--- config.mk ---
export PLATFORM = sky130hd
export DESIGN_NAME = axi_stream_slave
export DESIGN_NICKNAME = d
export VERILOG_FILES = /design/src/rtl/axis_pkg.sv /design/src/rtl/sync_fifo.sv /design/src/rtl/axi_stream_slave.sv
export SDC_FILE = /design/constraint.sdc
export NUM_CORES = 2
export LEC_CHECK = 0
export CAP_MARGIN = 30
export CORE_UTILIZATION = 30
export CTS_BUF_LIST = sky130_fd_sc_hd__clkbuf_8
export CTS_CLUSTER_DIAMETER = 150
export DETAILED_ROUTE_END_ITERATION = 7
export PLACE_DENSITY = 0.5
export SETUP_SLACK_MARGIN = 0.02
export SLEW_MARGIN = 25
export SYNTH_ARGS = -nofsm -noshare
export SYNTH_HDL_FRONTEND = slang
export SYNTH_SLANG_ARGS = --single-unit
--- constraint.sdc ---
create_clock -name aclk -period 2.1 [get_ports aclk]
set_input_delay 0.42 -clock aclk [delete_from_list [all_inputs] [get_ports aclk]]
set_output_delay 0.42 -clock aclk [all_outputs]
set_load 0.02 [all_outputs]
--- src/rtl/axis_pkg.sv ---
// Shared types and helpers for the AXI4-Stream receive stage.
package axis_pkg;

  localparam int unsigned AXIS_DATA_W  = 512;
  localparam int unsigned AXIS_KEEP_W  = AXIS_DATA_W / 8;
  localparam int unsigned AXIS_BYTES_W = $clog2(AXIS_KEEP_W) + 1;

  typedef enum logic [1:0] {
    IDLE = 2'd0,
    BODY = 2'd1,
    DROP = 2'd2
  } st_e;

  typedef struct packed {
    logic [AXIS_DATA_W-1:0]  data;
    logic [AXIS_BYTES_W-1:0] bytes;
    logic                    last;
    logic                    err;
  } axis_entry_t;

  // Number of set byte enables; tkeep is expected to be contiguous from bit 0.
  function automatic logic [AXIS_BYTES_W-1:0] keep_popcount(input logic [AXIS_KEEP_W-1:0] keep);
    logic [AXIS_BYTES_W-1:0] cnt;
    cnt = '0;
    for (int unsigned i = 0; i < AXIS_KEEP_W; i++) begin
      cnt = cnt + AXIS_BYTES_W'(keep[i]);
    end
    return cnt;
  endfunction

endpackage

--- src/rtl/sync_fifo.sv ---
// Generic single-clock FIFO; head entry is read straight from the storage registers.
module sync_fifo #(
  parameter type         T     = logic,
  parameter int unsigned DEPTH = 4
) (
  input  logic clk,
  input  logic rst_n,
  input  logic push,
  input  logic pop,
  input  T     din,
  output T     dout,
  output logic full,
  output logic empty
);

  localparam int unsigned PTR_W = $clog2(DEPTH);
  localparam int unsigned CNT_W = PTR_W + 1;

  T                 mem_q [DEPTH];
  logic [PTR_W-1:0] wr_ptr_q, wr_ptr_d;
  logic [PTR_W-1:0] rd_ptr_q, rd_ptr_d;
  logic [CNT_W-1:0] cnt_q, cnt_d;
  logic             do_push_c;
  logic             do_pop_c;

  assign full      = (cnt_q == CNT_W'(DEPTH));
  assign empty     = (cnt_q == '0);
  assign do_push_c = push && !full;
  assign do_pop_c  = pop && !empty;
  assign dout      = mem_q[rd_ptr_q];

  // Pointer and occupancy next-state; simultaneous push and pop keeps occupancy.
  always_comb begin
    wr_ptr_d = wr_ptr_q;
    rd_ptr_d = rd_ptr_q;
    cnt_d    = cnt_q;
    if (do_push_c) wr_ptr_d = wr_ptr_q + PTR_W'(1);
    if (do_pop_c)  rd_ptr_d = rd_ptr_q + PTR_W'(1);
    unique case ({do_push_c, do_pop_c})
      2'b10:   cnt_d = cnt_q + CNT_W'(1);
      2'b01:   cnt_d = cnt_q - CNT_W'(1);
      default: cnt_d = cnt_q;
    endcase
  end

  // Storage and pointer registers; storage is cleared so the head reads zero out of reset.
  always_ff @(posedge clk or negedge rst_n) begin
    if (!rst_n) begin
      wr_ptr_q <= '0;
      rd_ptr_q <= '0;
      cnt_q    <= '0;
      for (int i = 0; i < int'(DEPTH); i++) begin
        mem_q[i] <= '0;
      end
    end else begin
      wr_ptr_q <= wr_ptr_d;
      rd_ptr_q <= rd_ptr_d;
      cnt_q    <= cnt_d;
      if (do_push_c) mem_q[wr_ptr_q] <= din;
    end
  end

endmodule

--- src/rtl/axi_stream_slave.sv ---
// AXI4-Stream receive stage: tags beats with byte count / end flag, limits message length, buffers for the consumer.
module axi_stream_slave
  import axis_pkg::*;
#(
  parameter int unsigned TDATA_WIDTH = AXIS_DATA_W,
  parameter int unsigned DEPTH       = 4,
  parameter int unsigned MAX_BEATS   = 16
) (
  input  logic                             aclk,
  input  logic                             aresetn,
  input  logic                             tvalid,
  output logic                             tready,
  input  logic [TDATA_WIDTH-1:0]           tdata,
  input  logic [TDATA_WIDTH/8-1:0]         tkeep,
  input  logic                             tlast,
  output logic                             rd_valid,
  output logic [TDATA_WIDTH-1:0]           rd_data,
  output logic [$clog2(TDATA_WIDTH/8):0]   rd_bytes,
  output logic                             rd_last,
  output logic                             rd_err,
  input  logic                             rd_en,
  output logic [15:0]                      msg_count,
  output logic                             err_overlong,
  input  logic                             err_clr
);

  localparam int unsigned BCNT_W = $clog2(MAX_BEATS + 1);

  st_e               state_q, state_d;
  logic [BCNT_W-1:0] beat_cnt_q, beat_cnt_d;
  logic [BCNT_W-1:0] beat_nxt_c;
  logic [15:0]       msg_count_q, msg_count_d;
  logic              err_overlong_q, err_overlong_d;

  logic              accept_c;
  logic              push_c;
  logic              pop_c;
  axis_entry_t       wr_entry_c;
  axis_entry_t       head_c;
  logic              fifo_full_c;
  logic              fifo_empty_c;

  // Ready depends only on registered state, never on tvalid.
  assign tready   = (state_q == DROP) || !fifo_full_c;
  assign accept_c = tvalid && tready;
  assign pop_c    = rd_en && !fifo_empty_c;

  // Message framing: tags each accepted beat and decides whether it is stored or dropped.
  always_comb begin
    state_d        = state_q;
    beat_cnt_d     = beat_cnt_q;
    msg_count_d    = msg_count_q;
    err_overlong_d = err_overlong_q;
    push_c         = 1'b0;
    beat_nxt_c     = beat_cnt_q + BCNT_W'(1);
    wr_entry_c     = '{data: tdata, bytes: keep_popcount(tkeep), last: 1'b0, err: 1'b0};

    if (err_clr) err_overlong_d = 1'b0;

    if (accept_c) begin
      unique case (state_q)
        IDLE: begin
          push_c = 1'b1;
          if (tlast) begin
            wr_entry_c.last = 1'b1;
            msg_count_d     = msg_count_q + 16'd1;
          end else if (MAX_BEATS == 1) begin
            wr_entry_c.last = 1'b1;
            wr_entry_c.err  = 1'b1;
            err_overlong_d  = 1'b1;
            msg_count_d     = msg_count_q + 16'd1;
            beat_cnt_d      = '0;
            state_d         = DROP;
          end else begin
            beat_cnt_d = BCNT_W'(1);
            state_d    = BODY;
          end
        end
        BODY: begin
          push_c = 1'b1;
          if (tlast) begin
            wr_entry_c.last = 1'b1;
            msg_count_d     = msg_count_q + 16'd1;
            beat_cnt_d      = '0;
            state_d         = IDLE;
          end else if (beat_nxt_c == BCNT_W'(MAX_BEATS)) begin
            // Limit reached without an end marker: close the message here, discard the rest.
            wr_entry_c.last = 1'b1;
            wr_entry_c.err  = 1'b1;
            err_overlong_d  = 1'b1;
            msg_count_d     = msg_count_q + 16'd1;
            beat_cnt_d      = '0;
            state_d         = DROP;
          end else begin
            beat_cnt_d = beat_nxt_c;
          end
        end
        DROP: begin
          if (tlast) state_d = IDLE;
        end
        default: begin
          state_d    = IDLE;
          beat_cnt_d = '0;
        end
      endcase
    end
  end

  // Framing state, counters and sticky error flag.
  always_ff @(posedge aclk or negedge aresetn) begin
    if (!aresetn) begin
      state_q        <= IDLE;
      beat_cnt_q     <= '0;
      msg_count_q    <= '0;
      err_overlong_q <= 1'b0;
    end else begin
      state_q        <= state_d;
      beat_cnt_q     <= beat_cnt_d;
      msg_count_q    <= msg_count_d;
      err_overlong_q <= err_overlong_d;
    end
  end

  sync_fifo #(
    .T     (axis_entry_t),
    .DEPTH (DEPTH)
  ) u_fifo (
    .clk   (aclk),
    .rst_n (aresetn),
    .push  (push_c),
    .pop   (pop_c),
    .din   (wr_entry_c),
    .dout  (head_c),
    .full  (fifo_full_c),
    .empty (fifo_empty_c)
  );

  assign rd_valid     = !fifo_empty_c;
  assign rd_data      = head_c.data;
  assign rd_bytes     = head_c.bytes;
  assign rd_last      = head_c.last;
  assign rd_err       = head_c.err;
  assign msg_count    = msg_count_q;
  assign err_overlong = err_overlong_q;

endmodule

==> run_summary.xml <==
<?xml version="1.0" encoding="UTF-8"?>
<metrics>
  <group name="setup_path">
    <metric name="critical-path-slowest-cell" unit="">fa_1</metric>
    <metric name="critical_path.startpoint_type" unit="">input pin</metric>
    <metric name="critical_path_class" unit="">in -&gt; reg</metric>
    <metric name="end_kind" unit="">register</metric>
    <metric name="crit_path_frequent_cell" unit="">fa_1</metric>
    <metric name="worst-r2r-setup-slack" unit="ns">-0.01</metric>
    <metric name="timing.critical_path.arrival" unit="ns">5.92</metric>
    <metric name="critPathMaxStageDelay" unit="ns">0.55</metric>
    <metric name="critPathRequiredTime" unit="ns">3.00</metric>
    <metric name="crit_chain" unit="">clkdlybuf4s15_1 -&gt; inv_2 -&gt; fa_1 -&gt; fa_1 -&gt; fa_1 -&gt; fa_1 -&gt; fa_1 -&gt; fa_1 -&gt; fa_1 -&gt; fa_1 -&gt; inv_2 -&gt; ha_4 -&gt; fa_2 -&gt; a21o_1 -&gt; a21oi_2 -&gt; xor2_1 -&gt; buf_4 -&gt; o21ai_1</metric>
    <metric name="cp_max_fo" unit="">4</metric>
  </group>
  <group name="cts">
    <metric name="cts_sinks" unit="">2115</metric>
    <metric name="htree_num_levels" unit="">5</metric>
    <metric name="clkLatencyLatePin" unit="ns">1.04</metric>
    <metric name="tritoncts.num_buffers" unit="">387</metric>
    <metric name="cts_buffer_depth" unit="">4</metric>
    <metric name="cts_root_buffer" unit="">clkbuf_8</metric>
    <metric name="clock_tree_from_tritoncts" unit="">yes</metric>
    <metric name="clkTransAtPathRegs" unit="ns">0.06</metric>
  </group>
  <group name="route">
    <metric name="wl_per_cell" unit="um">24.0</metric>
    <metric name="routed_wl" unit="mm">290</metric>
    <metric name="antenna_left" unit="">0</metric>
    <metric name="drt-initial-drc-count" unit="">2450</metric>
    <metric name="avgViaCountPerCell" unit="">4.72</metric>
    <metric name="drtPass1Iterations" unit="">4</metric>
    <metric name="routed-via-count" unit="">57088</metric>
    <metric name="drt_drc_violations_left" unit="">0</metric>
  </group>
  <group name="status">
    <metric name="violations" unit="">setup timing</metric>
    <metric name="run_status" unit="">finished with violations</metric>
  </group>
  <group name="synth">
    <metric name="postSynthNetCount" unit="">6073</metric>
    <metric name="syn_area_per_cell" unit="um2">17.2</metric>
    <metric name="synth_top_flop_cell" unit="">dfrtp_1</metric>
    <metric name="syn-cell-area" unit="mm2">0.0929</metric>
    <metric name="area_share_of_the_leading_cell_type_in_the_synthesized_netlist" unit="">0.569</metric>
    <metric name="asyncSetResetFlopFracSynth" unit="">1.00</metric>
    <metric name="ys_top_cells_by_area" unit="">dfrtp_1 57%, mux2_2 25%, mux4_2 13%</metric>
    <metric name="synth.yosys.seq_area_share" unit="">0.569</metric>
    <metric name="ys.warnings.count" unit="">0</metric>
    <metric name="synth-edff-count" unit="">0</metric>
    <metric name="synth_top_area_cell" unit="">dfrtp_1</metric>
    <metric name="synth_seq_cells" unit="">2115</metric>
    <metric name="ys_top_cells_by_count" unit="">2115 x dfrtp_1, 2023 x mux2_2, 521 x mux4_2, 170 x buf_4, 118 x inv_1</metric>
    <metric name="instance_count_of_the_mapped_netlist" unit="">5414</metric>
    <metric name="number_of_distinct_library_cells_after_synthesis" unit="">43</metric>
    <metric name="synth_most_common_cell" unit="">dfrtp_1</metric>
  </group>
  <group name="timing">
    <metric name="finalHoldViolCount" unit="">0</metric>
    <metric name="fin_crit" unit="ns">5.01</metric>
    <metric name="finalCritPeriodShare" unit="">2.39</metric>
    <metric name="max_freq" unit="MHz">200</metric>
    <metric name="tightest_slew" unit="ns">0.664</metric>
    <metric name="final_hold_slack" unit="ns">0.151</metric>
    <metric name="maxSlewHeadroom" unit="">0.557</metric>
    <metric name="setup_repair_after_global_routing_missed_its_margin" unit="">yes</metric>
    <metric name="finClkSkew" unit="ns">0.0471</metric>
    <metric name="final_max_slew_viol_count" unit="">0</metric>
    <metric name="setup_violations" unit="">574</metric>
    <metric name="final_critical_path_setup_slack" unit="ns">-2.91</metric>
  </group>
  <group name="placement">
    <metric name="gp_congestion" unit="">0.790</metric>
    <metric name="detailed_place_hpwl" unit="mm">201</metric>
    <metric name="placement.io_buffers" unit="">1121</metric>
    <metric name="post_dp_cell_area" unit="mm2">0.112</metric>
    <metric name="dp_worst_setup_slack" unit="ns">-4.46</metric>
  </group>
  <group name="run">
    <metric name="timing.max_cap.violations" unit="">0</metric>
  </group>
  <group name="floorplanning">
    <metric name="initial_core_utilization" unit="">0.303</metric>
    <metric name="fp.dieH" unit="um">559</metric>
    <metric name="core_area" unit="mm2">0.307</metric>
    <metric name="placementRows" unit="">203</metric>
    <metric name="top_level_ports" unit="">1122</metric>
    <metric name="dieArea" unit="mm2">0.312</metric>
    <metric name="dieWidth" unit="um">559</metric>
  </group>
  <group name="global_routing">
    <metric name="groute.usage.overall" unit="">0.183</metric>
    <metric name="grt_start_max_net_pins" unit="">114</metric>
    <metric name="grt_antenna_before_repair" unit="">85</metric>
    <metric name="first_global_vias" unit="">63188</metric>
    <metric name="grt_remaining_overflow" unit="">0</metric>
    <metric name="grt_first_pass_wirelength" unit="mm">428</metric>
  </group>
  <group name="finish">
    <metric name="layout.nets" unit="">8307</metric>
    <metric name="syn_to_final_growth" unit="%">38.8</metric>
    <metric name="drive_gt1_frac" unit="">0.550</metric>
    <metric name="fin_area" unit="mm2">0.129</metric>
    <metric name="postLayoutCoreUtil" unit="">0.420</metric>
  </group>
  <group name="hold_path">
    <metric name="hp-class" unit="">in -&gt; reg</metric>
  </group>
  <group name="power">
    <metric name="total_leakage_power" unit="nW">55.7</metric>
    <metric name="total_power" unit="mW">247</metric>
    <metric name="vdd_ir_drop_max" unit="uV">2780</metric>
    <metric name="powerDensity" unit="mW/mm2">1920</metric>
  </group>
</metrics>
==> power by group <==
group	leakage, nW	total, mW	switching, mW	internal (mW)
Sequential	25.2	71.4	9.65	61.7
Combinational	25.9	135	61.2	74.0
Clock	4.62	40.6	18.3	22.2
==> routing by layer <==
layer / share of wire / wire (um) / up-vias / global-route usage
li1: - / - / 24741 / -
met1: 0.42 / 122000 / 30422 / 0.231
met2: 0.48 / 140000 / 1359 / 0.304
met3: 0.069 / 20000 / 508 / 0.0536
met4: 0.027 / 7830 / 58 / 0.0527
met5: 0.0012 / 357 / - / 0
==> repair_timing <==
action / CTS / global route
cloned: 27 / 6
hold buffers: 420 / 0
pin swaps: 27 / 9
setup endpoints to repair: 1431 / 2075
endpoints found under the hold margin: 3488 / 0
setup buffers: 134 / 109
gates resized for setup: 2272 / 498
==> flip-flops by register name, indices dropped and copies added, names as in the netlist <==
signal and count:
u_fifo.wr_ptr_q 2, beat_cnt_q 5, u_fifo.rd_ptr_q 2, err_overlong 1
u_fifo.mem_q 2084, u_fifo.cnt_q 3, msg_count 16, state_q 2
==> cells by family (layout without fill, tap and decap cells) <==
kind of cell	after synthesis	in the layout	synth area share
other	0	41	0
and+or+nand+nor	93	93	0.00541
xor gates and xnor gates	25	25	0.00236
DFF	2115	2115	0.569
AOI/OAI and AO/OA	51	51	0.00342
buffers and inverters	468	3002	0.0282
muxes	2585	2585	0.376
adders and majority gates	77	77	0.0148
==> per-stage QoR <==
step                cells   TNS, ns
finish              12089   -703.91
global placement    10703  -1066.60
CTS                 11973   -830.84
global route        12077   -835.72
detailed placement  10703  -1037.11
floorplan            5414    -95.20
==> final timing paths <==
| check | startpoint | to | depth (start not counted) |
|---|---|---|---|
| max | tkeep[3] | u_fifo.mem_q[1569] | 18 |
| min | tdata[278] | u_fifo.mem_q[287] | 2 |
| max reg2reg | u_fifo.cnt_q[1] | u_fifo.mem_q[1765] | 7 |
| min reg2reg | u_fifo.mem_q[521] | u_fifo.mem_q[521] | 2 |
| max in group asynchronous | aresetn | u_fifo.mem_q[267] | 3 |
| min in group asynchronous | aresetn | u_fifo.mem_q[46] | 3 |
==> critical path, delay by kind of cell <==
family	cells	cell delay (ns)
buffers and inverters	4	0.45
XOR/XNOR	1	0.21
AO/OA/AOI/OAI	3	0.43
adder cells (fa/ha/maj)	10	4.40
==> area by class of cell <==
type | instances | area, um2
Fill cell | 28065 | 178000
Sequential cell | 2115 | 52900
Multi-Input combinational cell | 2831 | 37500
Timing Repair Buffer | 2195 | 24800
Clock buffer | 502 | 6910
Tap cell | 4100 | 5130
Clock inverter | 187 | 1130
Inverter | 118 | 445
Antenna cell | 41 | 103
==> cell usage in the layout (no fill, tap or decap), types with 5 or more instances in the layout <==
| cell type | netlist | final |
|---|---|---|
| clkinv_2 | 0 | 32 |
| buf_4 | 170 | 293 |
| clkdlybuf4s15_2 | 0 | 7 |
| nor2_1 | 9 | 9 |
| dlygate4sd3_1 | 0 | 420 |
| inv_1 | 118 | 217 |
| o21ai_0 | 33 | 18 |
| xor2_1 | 16 | 16 |
| clkbuf_8 | 0 | 502 |
| mux4_2 | 521 | 521 |
| inv_2 | 0 | 23 |
| mux2_2 | 2023 | 2023 |
| buf_2 | 108 | 69 |
| dfrtp_1 | 2115 | 2113 |
| nor4_1 | 6 | 6 |
| clkdlybuf4s50_1 | 0 | 565 |
| fa_1 | 55 | 53 |
| buf_8 | 0 | 48 |
| ha_1 | 22 | 21 |
| a22o_1 | 5 | 5 |
| buf_16 | 0 | 32 |
| clkinvlp_4 | 0 | 5 |
| mux2_1 | 40 | 36 |
| buf_6 | 12 | 503 |
| nand2_1 | 43 | 42 |
| bufinv_16 | 0 | 6 |
| inv_8 | 0 | 6 |
| o21ai_1 | 0 | 13 |
| diode_2 | 0 | 41 |
| xnor2_1 | 9 | 6 |
| buf_12 | 0 | 241 |
| clkbuf_16 | 0 | 6 |
| dlygate4sd2_1 | 0 | 8 |
| nand3_1 | 8 | 8 |
No activity file was read; power rests on OpenSTA's default activity.
